### src/rtl/junction_sequencer_pkg.sv
// Shared types and helpers for the junction sequencer.
// Derived constants default to the reference junction geometry.
package junction_sequencer_pkg;

  typedef enum logic [2:0] {
    S_IDLE,
    S_FF,
    S_FF_DRAIN,
    S_BPUP,
    S_BPUP_DRAIN,
    S_DONE
  } state_t;

  function automatic int clog2_min1(input int v);
    int r;
    r = 0;
    for (int i = 0; i < 31; i++) begin
      if ((1 << r) < v) r = r + 1;
    end
    return (r < 1) ? 1 : r;
  endfunction

  function automatic int cpc_of(input int p, input int fo, input int z);
    return (p * fo) / z;
  endfunction

  localparam int FO_DEF  = 2;
  localparam int P_DEF   = 16;
  localparam int Z_DEF   = 8;
  localparam int MEM_DEF = 1;
  localparam int LUT_DEF = 1;

  localparam int CPC    = cpc_of(P_DEF, FO_DEF, Z_DEF);
  localparam int FF_LAT = MEM_DEF + LUT_DEF;
  localparam int UP_LAT = MEM_DEF;

endpackage

### src/rtl/junction_sequencer_valid_delay.sv
// Depth-D shift register carrying a valid bit and its address.
// Keeps shifting every cycle; a stall shows up as a bubble.
module valid_delay
  import junction_sequencer_pkg::*;
#(
  parameter int D = 1,
  parameter int W = 1
) (
  input  logic         clk,
  input  logic         rst_n,
  input  logic         i_valid,
  input  logic [W-1:0] i_addr,
  output logic         o_valid,
  output logic [W-1:0] o_addr
);

  logic [D-1:0]        r_v;
  logic [D-1:0][W-1:0] r_a;

  always_ff @(posedge clk) begin
    if (!rst_n) begin
      r_v <= '0;
      r_a <= '0;
    end else begin
      r_v[0] <= i_valid;
      r_a[0] <= i_addr;
      for (int i = 1; i < D; i++) begin
        r_v[i] <= r_v[i-1];
        r_a[i] <= r_a[i-1];
      end
    end
  end

  assign o_valid = r_v[D-1];
  assign o_addr  = r_a[D-1];

endmodule

### src/rtl/junction_sequencer.sv
// Per-junction FF / BP+UP cycle scheduler with
// latency-aligned write-back strobes.
module junction_sequencer
  import junction_sequencer_pkg::*;
#(
  parameter  int FO      = 2,
  parameter  int FI      = 4,
  parameter  int P       = 16,
  parameter  int N       = 8,
  parameter  int Z       = 8,
  parameter  int MEM_LAT = 1,
  parameter  int LUT_LAT = 1,
  localparam int CNT_W   = clog2_min1(cpc_of(P, FO, Z))
) (
  input  logic             clk,
  input  logic             reset_n,
  input  logic             start,
  input  logic             train,
  input  logic             next_ready,
  output logic             busy,
  output logic             done,
  output logic             ff_en,
  output logic             bp_en,
  output logic             up_en,
  output logic [CNT_W-1:0] rd_addr,
  output logic             act_wr_en,
  output logic [CNT_W-1:0] act_wr_addr,
  output logic             w_wr_en,
  output logic [CNT_W-1:0] w_wr_addr
);

  localparam int L_CPC    = cpc_of(P, FO, Z);
  localparam int L_FF_LAT = MEM_LAT + LUT_LAT;
  localparam int L_UP_LAT = MEM_LAT;

  localparam logic [CNT_W-1:0] CNT_LAST = CNT_W'(L_CPC - 1);
  localparam logic [3:0] FF_DLAST = 4'(L_FF_LAT - 1);
  localparam logic [3:0] UP_DLAST = 4'(L_UP_LAT - 1);

  // Both sides of the junction must see the same weight count.
  if (P * FO != N * FI) begin : g_bad_geom
    $error("junction_sequencer: P*FO must equal N*FI");
  end
  if ((P * FO) % Z != 0 || L_FF_LAT < 1 || L_UP_LAT < 1) begin : g_bad_cfg
    $error("junction_sequencer: bad Z or latency");
  end

  state_t           r_state, w_state_nxt;
  logic [CNT_W-1:0] r_cnt, w_cnt_nxt;
  logic [3:0]       r_drn, w_drn_nxt;
  logic             r_train, w_train_nxt;

  logic             w_busy, w_done, w_ff, w_bpup;
  logic [CNT_W-1:0] w_rd;

  always_ff @(posedge clk) begin
    if (!reset_n) begin
      r_state <= S_IDLE;
      r_cnt   <= '0;
      r_drn   <= '0;
      r_train <= 1'b0;
    end else begin
      r_state <= w_state_nxt;
      r_cnt   <= w_cnt_nxt;
      r_drn   <= w_drn_nxt;
      r_train <= w_train_nxt;
    end
  end

  always_comb begin
    w_state_nxt = r_state;
    w_cnt_nxt   = r_cnt;
    w_drn_nxt   = r_drn;
    w_train_nxt = r_train;
    w_busy      = 1'b1;
    w_done      = 1'b0;
    w_ff        = 1'b0;
    w_bpup      = 1'b0;
    w_rd        = '0;
    unique case (r_state)
      S_IDLE: begin
        w_busy = 1'b0;
        if (start) begin
          w_train_nxt = train;
          w_cnt_nxt   = '0;
          w_state_nxt = S_FF;
        end
      end
      S_FF: begin
        w_rd = r_cnt;
        w_ff = next_ready;
        if (next_ready) begin
          if (r_cnt == CNT_LAST) begin
            w_cnt_nxt   = '0;
            w_drn_nxt   = '0;
            w_state_nxt = S_FF_DRAIN;
          end else begin
            w_cnt_nxt = r_cnt + 1'b1;
          end
        end
      end
      S_FF_DRAIN: begin
        if (r_drn == FF_DLAST) begin
          w_drn_nxt   = '0;
          w_state_nxt = r_train ? S_BPUP : S_DONE;
        end else begin
          w_drn_nxt = r_drn + 1'b1;
        end
      end
      S_BPUP: begin
        w_rd   = r_cnt;
        w_bpup = 1'b1;
        if (r_cnt == CNT_LAST) begin
          w_cnt_nxt   = '0;
          w_drn_nxt   = '0;
          w_state_nxt = S_BPUP_DRAIN;
        end else begin
          w_cnt_nxt = r_cnt + 1'b1;
        end
      end
      S_BPUP_DRAIN: begin
        if (r_drn == UP_DLAST) begin
          w_drn_nxt   = '0;
          w_state_nxt = S_DONE;
        end else begin
          w_drn_nxt = r_drn + 1'b1;
        end
      end
      S_DONE: begin
        w_done      = 1'b1;
        w_state_nxt = S_IDLE;
      end
      default: begin
        w_busy      = 1'b0;
        w_state_nxt = S_IDLE;
      end
    endcase
  end

  assign busy    = w_busy;
  assign done    = w_done;
  assign ff_en   = w_ff;
  assign bp_en   = w_bpup;
  assign up_en   = w_bpup;
  assign rd_addr = w_rd;

  valid_delay #(.D(L_FF_LAT), .W(CNT_W)) u_act_dly (
    .clk     (clk),
    .rst_n   (reset_n),
    .i_valid (w_ff),
    .i_addr  (w_rd),
    .o_valid (act_wr_en),
    .o_addr  (act_wr_addr)
  );

  valid_delay #(.D(L_UP_LAT), .W(CNT_W)) u_w_dly (
    .clk     (clk),
    .rst_n   (reset_n),
    .i_valid (w_bpup),
    .i_addr  (w_rd),
    .o_valid (w_wr_en),
    .o_addr  (w_wr_addr)
  );

endmodule

### config.mk
export PLATFORM = sky130hd
export DESIGN_NAME = junction_sequencer
export DESIGN_NICKNAME = d
export VERILOG_FILES = /design/src/rtl/junction_sequencer_pkg.sv /design/src/rtl/junction_sequencer_valid_delay.sv /design/src/rtl/junction_sequencer.sv
export SDC_FILE = /design/constraint.sdc
export NUM_CORES = 1
export LEC_CHECK = 0
export ABC_AREA = 1
export CELL_PAD_IN_SITES_DETAIL_PLACEMENT = 0
export CELL_PAD_IN_SITES_GLOBAL_PLACEMENT = 1
export CORE_MARGIN = 5
export CORE_UTILIZATION = 39
export DETAILED_ROUTE_END_ITERATION = 16
export PLACE_DENSITY_LB_ADDON = 0.1
export SLEW_MARGIN = 5
export SYNTH_ARGS = -nofsm -noshare
export SYNTH_HDL_FRONTEND = slang
export SYNTH_HIERARCHICAL = 1
export SYNTH_SLANG_ARGS = --single-unit
export TNS_END_PERCENT = 100
### constraint.sdc
create_clock -name clk -period 2.4 [get_ports clk]
set_input_delay 0.36 -clock clk [delete_from_list [all_inputs] [get_ports clk]]
set_output_delay 0.36 -clock clk [all_outputs]
set_load 0.02 [all_outputs]
==> results of run 1 <==
==> per-stage QoR <==
step | total power [W] | instances
after detailed placement | 0.00104 | 180
final | 0.00120 | 184
after global routing | 0.00131 | 184
after global placement | 0.00103 | 180
after floorplan | 0.000879 | 136
after CTS | 0.00121 | 184
==> flip-flops by register name, indices dropped and copies added (netlist names) <==
register / flops
r_train: 1
r_cnt: 2
u_w_dly/o_valid: 1
r_drn: 4
u_act_dly/r_a: 2
u_act_dly/o_addr: 2
r_state: 3
u_w_dly/o_addr: 2
u_act_dly/r_v: 2
==> layout by cell type, fill, tap and decap left out <==
master / Yosys / layout
nor2_1: 14 / 14
nand2_1: 32 / 32
o21ai_1: 1 / 1
dfxtp_1: 19 / 19
nand2_4: 2 / 2
ha_1: 4 / 4
nand3_2: 1 / 1
xor2_1: 2 / 2
inv_2: 2 / 2
a21oi_1: 8 / 8
nand3b_1: 1 / 1
o21ai_2: 1 / 1
nand3_1: 8 / 8
nor2_2: 1 / 1
nor2_4: 3 / 3
clkdlybuf4s50_1: 0 / 17
o211ai_1: 1 / 1
o21bai_1: 1 / 1
clkbuf_4: 0 / 3
inv_1: 22 / 22
buf_4: 3 / 1
clkinv_2: 0 / 1
nand2_2: 5 / 5
o21ai_0: 4 / 4
==> final timing paths <==
check	endpoint	slack, ns	cells after the start
setup / recovery	rd_addr[1]	0.27	4
hold / removal	u_act_dly/o_addr[0]	0.41	2
setup reg to reg	r_state[0]	1.04	8
hold reg to reg	u_act_dly/o_addr[0]	0.41	2
==> layer usage <==
metal	vias to the layer above	global-route usage	routed length [um]
met4	0	0.0570	21
met5	-	0	0
li1	449	-	-
met2	17	0.196	912
met1	385	0.151	929
met3	2	0.0281	115
==> area by class of cell <==
class,instances,area (um^2),area share
Timing Repair Buffer,18,178,0.149
Inverter,24,90.1,0.0755
Sequential cell,19,380,0.319
Clock inverter,1,5.00,0.00419
Clock buffer,3,22.5,0.0189
Tap cell,30,37.5,0.0314
Multi-Input combinational cell,89,480,0.403
==> cells in the mapped netlist <==
cell type  instances
inv_1             22
o21ai_0            4
nand3_1            8
o21ai_2            1
nand3b_1           1
inv_2              2
a21oi_1            8
buf_6              1
xor2_1             2
nand2_4            2
o21bai_1           1
ha_1               4
o21ai_1            1
nor2_4             3
nand2_1           32
o211ai_1           1
nor2_1            14
nand2_2            5
nor2_2             1
buf_4              3
dfxtp_1           19
nand3_2            1
==> critical path, cell delays in order (launching register included) <==
cell	delay, ns
dfxtp_1	0.42
inv_2	0.12
nand2_2	0.09
nor2_1	0.19
clkdlybuf4s50_1	0.65
==> power by group through the flow <==
| stage | Clock [W] | Sequential [W] | Combinational (W) |
|---|---|---|---|
| 4_1_cts | 0.000175 | 0.000414 | 0.000623 |
| 6_report | 0.000166 | 0.000414 | 0.000617 |
| 2_1_floorplan | 0 | 0.000422 | 0.000457 |
| 5_1_grt | 0.000192 | 0.000422 | 0.000696 |
| 3_3_place_gp | 0 | 0.000420 | 0.000613 |
| 3_5_place_dp | 0 | 0.000422 | 0.000620 |
==> cell families after synthesis <==
logic type | Yosys count | share of synthesized area
AND/OR/NAND/NOR | 67 | 0.329
buffers and inverters | 28 | 0.126
flip-flops | 19 | 0.386
AO/OA/AOI/OAI | 16 | 0.0902
adder cells (fa/ha/maj) | 4 | 0.0508
XOR/XNOR | 2 | 0.0178
==> results.sh, run 1 <==
export IMPL_path_max_fanout=6
export IMPL_die_x_um=60.2
export IMPL_core_um2=2450
export IMPL_setup_viol=0
export IMPL_ctsHoldBuffers=0
export IMPL_finalCritPeriodShare=0.889
export IMPL_placed_area_um2=1170
export IMPL_yosys_cell_types_count=22
export IMPL_min_period_ns=2.13
export IMPL_relSlewSlack=0.667
export IMPL_avgViaCountPerCell=4.64
export IMPL_num_fill_cells=258
export IMPL_io_pins=18
export IMPL_min_path_type="register to register"
export IMPL_fmax_ghz=0.469
export IMPL_gp_congestion=0.763
export IMPL_first_pass_iters=4
export IMPL_seq_area_frac_synth=0.386
export IMPL_worstPathArrival_ns=1.77
export IMPL_maxCapViolCount=0
export IMPL_skew_ns=0.00907
export IMPL_ant_nets=0
export IMPL_setup_tns_ns=0
export IMPL_post_place_ws_ns=0.423
export IMPL_htree_levels=1
export IMPL_syn_avg_cell_area_um2=7.24
export IMPL_drive_gt1_frac=0.130
export IMPL_syn_area_um2=985
export IMPL_p_int_w=0.000669
export IMPL_wl_per_cell_um=10.8
export IMPL_status="finished clean"
export IMPL_cts_buffers=3
export IMPL_critPathLaunchType="register"
export IMPL_path_class="register to output port"
export IMPL_clock_sinks=19
export IMPL_final_util=0.486
export IMPL_swShare=0.441
export IMPL_die_area_um2=3630
export IMPL_p_sw_w=0.000528
export IMPL_synth_top_area_share=0.386
export IMPL_rsz0062_at_grt="no"
export IMPL_seq_power_share=0.346
export IMPL_cts_root_buf="clkbuf_4"
export IMPL_critPathLaunch="r_state[2]"
export IMPL_die_h_um=60.2
export IMPL_first_iter_violations=18
export IMPL_io_buffer_count=17
export IMPL_synth_seq_cells=19
export IMPL_start_util=0.401
export IMPL_combPwrFrac=0.516
export IMPL_hold_violations=0
export IMPL_grt_max_degree=15
export IMPL_pwr_share_clk=0.138
export IMPL_totalWireLength_um=1980
export IMPL_end_kind="output port"
export IMPL_drc_errors=0
export IMPL_layout_setup_ws_ns=0.267
export IMPL_area_delta_synth_final_pct=21.2
export IMPL_vias=853
export IMPL_clk_pin_slew_ns=0.12
export IMPL_synth_net_count=145
export IMPL_hp_start="u_act_dly/r_a[0]"
export IMPL_clk_latency_ns=0.30
export IMPL_antenna_found_initial=0
export IMPL_grt_use_total=0.121
export IMPL_fin_nets=164
export IMPL_yosys_top_cells_area="dfxtp_1 39%, nand2_1 12%, inv_1 8.4%, nor2_1 5.3%, ha_1 5.1%"
export IMPL_p_leak_nw=0.574
export IMPL_yosys_area_top_type="dfxtp_1"
export IMPL_timing_hold_ws_ns=0.415
export IMPL_post_cts_buffers=0
export IMPL_cts_tree="done"
export IMPL_cts_resized=0
export IMPL_ys_warnings_count=6
export IMPL_final_area_um2=1190
export IMPL_netlist_instances=136
export IMPL_diodes=0
export IMPL_grt_pass1_vias=798
export IMPL_grt_pass1_wl_um=3310
export IMPL_p_per_area_nw_per_um2=1000
export IMPL_r2r_start="r_drn[0]"
export IMPL_worst_pin_slew_ns=0.498
export IMPL_gr_total_overflow=0
export IMPL_clockBufferDepth=2
export IMPL_slew_viol_final=0
export IMPL_ir_drop_mv=0.510
export IMPL_std_cell_rows=18
export IMPL_dp_hpwl_um=1540
export IMPL_critical_path_required_ns=2.04
No activity file was read; power rests on OpenSTA's default activity.
==> run 2, diff against run 1 <==
Settings changed: GPL_TIMING_DRIVEN set to 1, PLACE_DENSITY set to 0.88, PLACE_DENSITY_LB_ADDON 0.1 to unset.
==> run 2 against run 1 <==
Effect of this change:
- global-route usage is 1.2 points lower
- clock skew is 0.0029 ns lower
- count of clock-buffer cells in the layout is 1 higher
- die area stayed put
- combinational power is 4.4% lower
- sequential share of layout area is 0.31 points higher
==> results.sh, run 2 (synthesized netlist as in run 1, its figures left out) <==
export IMPL_critical_path_required_ns=2.04
export IMPL_worst_pin_slew_ns=0.478
export IMPL_io_pins=18
export IMPL_relSlewSlack=0.681
export IMPL_dp_hpwl_um=1440
export IMPL_largest_reg_flops=4
export IMPL_reg2reg_depth=7
export IMPL_gr_total_overflow=0
export IMPL_clock_sinks=19
export IMPL_grt_pass1_vias=701
export IMPL_rsz0062_at_grt="no"
export IMPL_htree_levels=1
export IMPL_gp_congestion=0.765
export IMPL_avgViaCountPerCell=4.61
export IMPL_setup_tns_ns=0
export IMPL_maxCapViolCount=0
export IMPL_reg_largest_list="r_drn x4, r_state x3"
export IMPL_min_period_ns=2.20
export IMPL_fin_nets=163
export IMPL_area_delta_synth_final_pct=20.5
export IMPL_critPathLaunchType="register"
export IMPL_grt_max_degree=15
export IMPL_vias=844
export IMPL_layout_setup_ws_ns=0.198
export IMPL_hold_path_cell_count=2
export IMPL_post_cts_buffers=0
export IMPL_io_buffer_count=17
export IMPL_status="finished clean"
export IMPL_diodes=0
export IMPL_cts_tree="done"
export IMPL_min_path_type="register to register"
export IMPL_fmax_ghz=0.454
export IMPL_first_iter_violations=33
export IMPL_die_x_um=60.2
export IMPL_p_leak_nw=0.567
export IMPL_clockBufferDepth=2
export IMPL_finalCritPeriodShare=0.917
export IMPL_slew_viol_final=0
export IMPL_start_util=0.401
export IMPL_grt_pass1_wl_um=2980
export IMPL_final_cell_mix="32 x nand2_1, 22 x inv_1, 18 x dfxtp_1"
export IMPL_skew_ns=0.00617
export IMPL_cts_root_buf="clkbuf_4"
export IMPL_std_cell_rows=18
export IMPL_path_max_fanout=8
export IMPL_drc_errors=0
export IMPL_path_class="register to output port"
export IMPL_worstPathArrival_ns=1.84
export IMPL_die_h_um=60.2
export IMPL_die_area_um2=3630
export IMPL_clk_latency_ns=0.29
export IMPL_ctsHoldBuffers=0
export IMPL_hold_violations=0
export IMPL_setup_viol=0
export IMPL_antenna_found_initial=0
export IMPL_p_per_area_nw_per_um2=993
export IMPL_core_um2=2450
export IMPL_clk_pin_slew_ns=0.10
export IMPL_post_place_ws_ns=0.399
export IMPL_grt_use_total=0.110
export IMPL_ir_drop_mv=0.434
export IMPL_totalWireLength_um=1860
export IMPL_ant_nets=0
export IMPL_final_util=0.483
export IMPL_layout_commonest_cell="nand2_1"
export IMPL_timing_hold_ws_ns=0.421
export IMPL_drive_gt1_frac=0.124
export IMPL_wl_per_cell_um=10.2
export IMPL_end_kind="output port"
export IMPL_cts_buffers=3
export IMPL_first_pass_iters=4
export IMPL_cts_resized=0
export IMPL_regMostFlops="r_drn"
-- run 2: final timing paths --
path	end	slack [ns]	start
setup / recovery	ff_en	0.20	r_state[0]
hold / removal	u_act_dly/o_addr[1]	0.42	u_act_dly/r_a[1]
setup reg to reg	r_state[0]	1.04	r_state[0]
hold reg to reg	u_act_dly/o_addr[1]	0.42	u_act_dly/r_a[1]
-- run 2: stage by stage --
step,power [W],std cells,cell area (um^2)
after floorplan,0.000879,136,985
after global placement,0.00102,179,1160
after detailed placement,0.00103,179,1160
after CTS,0.00119,183,1180
after global routing,0.00128,183,1190
final,0.00118,183,1190
-- run 2: report_power, final --
group	total (W)	switching, W	internal (W)	leakage [nW]
Clock	0.000156	0.0000911	0.0000646	0.0150
Combinational	0.000590	0.000364	0.000226	0.397
Sequential	0.000432	0.0000584	0.000374	0.155
-- run 2: layout make-up --
type	instances	area, um^2
multi-input cells	89	480
fillers	262	1270
clock buffers	4	26.3
repair buffers	17	170
flip-flops and latches	19	382
well taps	30	37.5
inverters	24	90.1
-- run 2: metal layers --
metal | vias up | part of all wire | GRT usage
met1 | 373 | 0.45 | 0.133
met4 | 0 | 0.0054 | 0.0380
met5 | - | 0 | 0
met3 | 2 | 0.073 | 0.0410
li1 | 447 | - | -
met2 | 22 | 0.47 | 0.177
-- run 2: worst max-delay path: stages, from the launching register on --
cell and delay, ns:
dfxtp_2 0.44, inv_1 0.11, nor2_4 0.17, nand2_1 0.09, nor2_1 0.12, clkdlybuf4s50_1 0.62
==> RTL change: new RTL, settings of run 1 <==
Set the parameter `MEM_LAT` to 2 (it was 1).
--- a/src/rtl/junction_sequencer.sv
+++ b/src/rtl/junction_sequencer.sv
@@ -10,3 +10,3 @@
   parameter  int Z       = 8,
-  parameter  int MEM_LAT = 1,
+  parameter  int MEM_LAT = 2,
   parameter  int LUT_LAT = 1,
Function: changed (a bounded check fails within 4 cycles, from zero or initial values and one cycle with reset_n low).
==> RTL change against run 1 <==
- total power rose by 6.3%
- non-clock buffer count unchanged
- cell count is 9.8% higher
- global-route usage fell by 1.3 points
- sequential cell count is 6 higher
- final area up 12%
- worst setup slack got worse by 0.054 ns
- die area increased by 13%
- register-to-register slack got worse by 0.05 ns
- routed wire length rose by 2.2%
- highest routed layer unchanged
- clock power increased by 8%
- core utilization down 0.49 points
- synthesized area rose by 16%
==> RTL change: results (changes against run 1) <==
[drt]
final_antenna_net_count = 0  ; unchanged
vias = 909  ; +6.6%
wl_per_cell_um = 10.0  ; -6.9%
routed_wl_um = 2020  ; +2.2%
drt_iter0_drc = 15  ; -3
firstDrtPassIters = 4  ; unchanged

[timing]
clock_skew_ns = 0.00623  ; -0.00284 ns
slew_headroom_pct = 80.4  ; +14 points
timing.hold.ws_ns = 0.417  ; +0.00255 ns

[critical_path]
worst-r2r-cell-count = 7  ; -1
r2r_slack_ns = 0.99  ; -0.05 ns
cp.arrival_ns = 1.83  ; +0.06 ns
worst-path-max-fanout = 7  ; +1
r2r_start = r_state[1]$_SDFFE_PN0P_

[synthesis]
ys_top_cells_by_area = dfxtp_1 (44%), nand2_1 (12%), inv_1 (9.2%), nor2_1 (5.6%), buf_4 (3.3%)
syn-instance-count = 155  ; +14%
synth_common_cells = nand2_1 (35), inv_1 (28), dfxtp_1 (25), nor2_1 (17), a21oi_1 (7)
ys_ff_latch = 25  ; +6
syn_area_per_cell_sq_um = 7.37  ; +1.8%
ys_seq_area_share_pct = 43.8  ; +5.2 points

[clocking]
clk_latency_ns = 0.31
cts-buffers-inserted = 3  ; unchanged
cts_buffer_depth = 2  ; unchanged

[final_layout]
reg_top3 = r_drn (4), u_act_dly/r_a (4)
fill_cells = 299  ; +16%
multi_input_gates = 93  ; +4.5%
nets = 178  ; +8.5%
seq_share_pct = 37.5  ; +5.6 points
clkCellAreaFrac_pct = 2.06  ; -0.25 points
nonClkBufAreaFrac_pct = 13.3  ; -1.6 points
inverters_excl_clock = 31  ; +29%
drive_gt1_share_pct = 14.0  ; +1.0 points
multi_input_area_sq_um = 477  ; -0.78%

[global_route]
track_usage_pct = 10.9  ; -1.3 points
grt_pass1_wl_um = 3660  ; +11%
grt_pass1_vias = 880  ; +10%

[placement]
place_area_sq_um = 1310  ; +12%
place.gp.congestion = 0.830  ; +8.7%
io_buffers = 17  ; unchanged
hpwlAfterDp_um = 1620  ; +5.5%
place_inst = 198  ; +10%

[outcome]
outcome = finished, final reports clean

[power]
internal-power_uw = 751  ; +12%
pwr-share-clk_pct = 14.1  ; +0.3 points
comb-power_uw = 576  ; -6.6%
ir_drop_v = 0.000631  ; +24%
p_leak_uw = 0.000675  ; +18%

[min_path]
hold_class = flip-flop to flip-flop
holdCritStartpoint = u_act_dly/r_v[0]$_SDFF_PN0_
min_to = u_act_dly/r_v[1]$_SDFF_PN0_

[RTL change: worst max-delay path by stage]
stage	from	to	slack, ns	cells after the start
after floorplan	r_state[0]$_SDFFE_PN0P_	up_en	0.92	3
after global placement	next_ready	ff_en	0.42	4
after detailed placement	next_ready	ff_en	0.40	4
after CTS	r_state[0]$_SDFFE_PN0P_	ff_en	0.12	5
after global routing	r_state[2]$_SDFFE_PN0P_	ff_en	0.06	6
final	r_state[2]$_SDFFE_PN0P_	ff_en	0.21	6
[RTL change: cell families (layout without fill, tap and decap cells)]
| group | after synthesis | after routing | share of synthesized area [%] |
|---|---|---|---|
| compound gates | 20 | 20 | 10.7 |
| xor+xnor | 1 | 1 | 0.767 |
| fa+ha+maj | 1 | 1 | 1.10 |
| buf+inv | 37 | 53 | 14.5 |
| flops | 25 | 25 | 43.8 |
| simple gates | 71 | 71 | 29.1 |
[RTL change: worst max-delay path, cell delays in order (launching register included)]
cell and delay (ns):
dfxtp_1 0.37, inv_2 0.12, nand2_4 0.09, nor2_2 0.12, inv_1 0.07, nor2_1 0.12
clkdlybuf4s50_1 0.62
[RTL change: per-stage QoR]
| step | worst slack (ns) | total power, uW | util, % |
|---|---|---|---|
| final | 0.213 | 1270 | 48.1 |
| after global routing | 0.0594 | 1400 | 48.1 |
| after CTS | 0.120 | 1300 | 48.1 |
| after detailed placement | 0.397 | 1110 | 47.1 |
| after global placement | 0.422 | 1100 | 47.1 |
| after floorplan | 0.916 | 957 | - |
[RTL change: layer usage]
| metal | wire length (um) | GRT usage [%] | part of all wire [%] |
|---|---|---|---|
| met5 | 0 | 0 | 0 |
| met4 | 17 | 5.60 | 0.84 |
| met3 | 78 | 2.10 | 3.9 |
| met2 | 1030 | 19.0 | 51 |
| met1 | 898 | 12.5 | 44 |
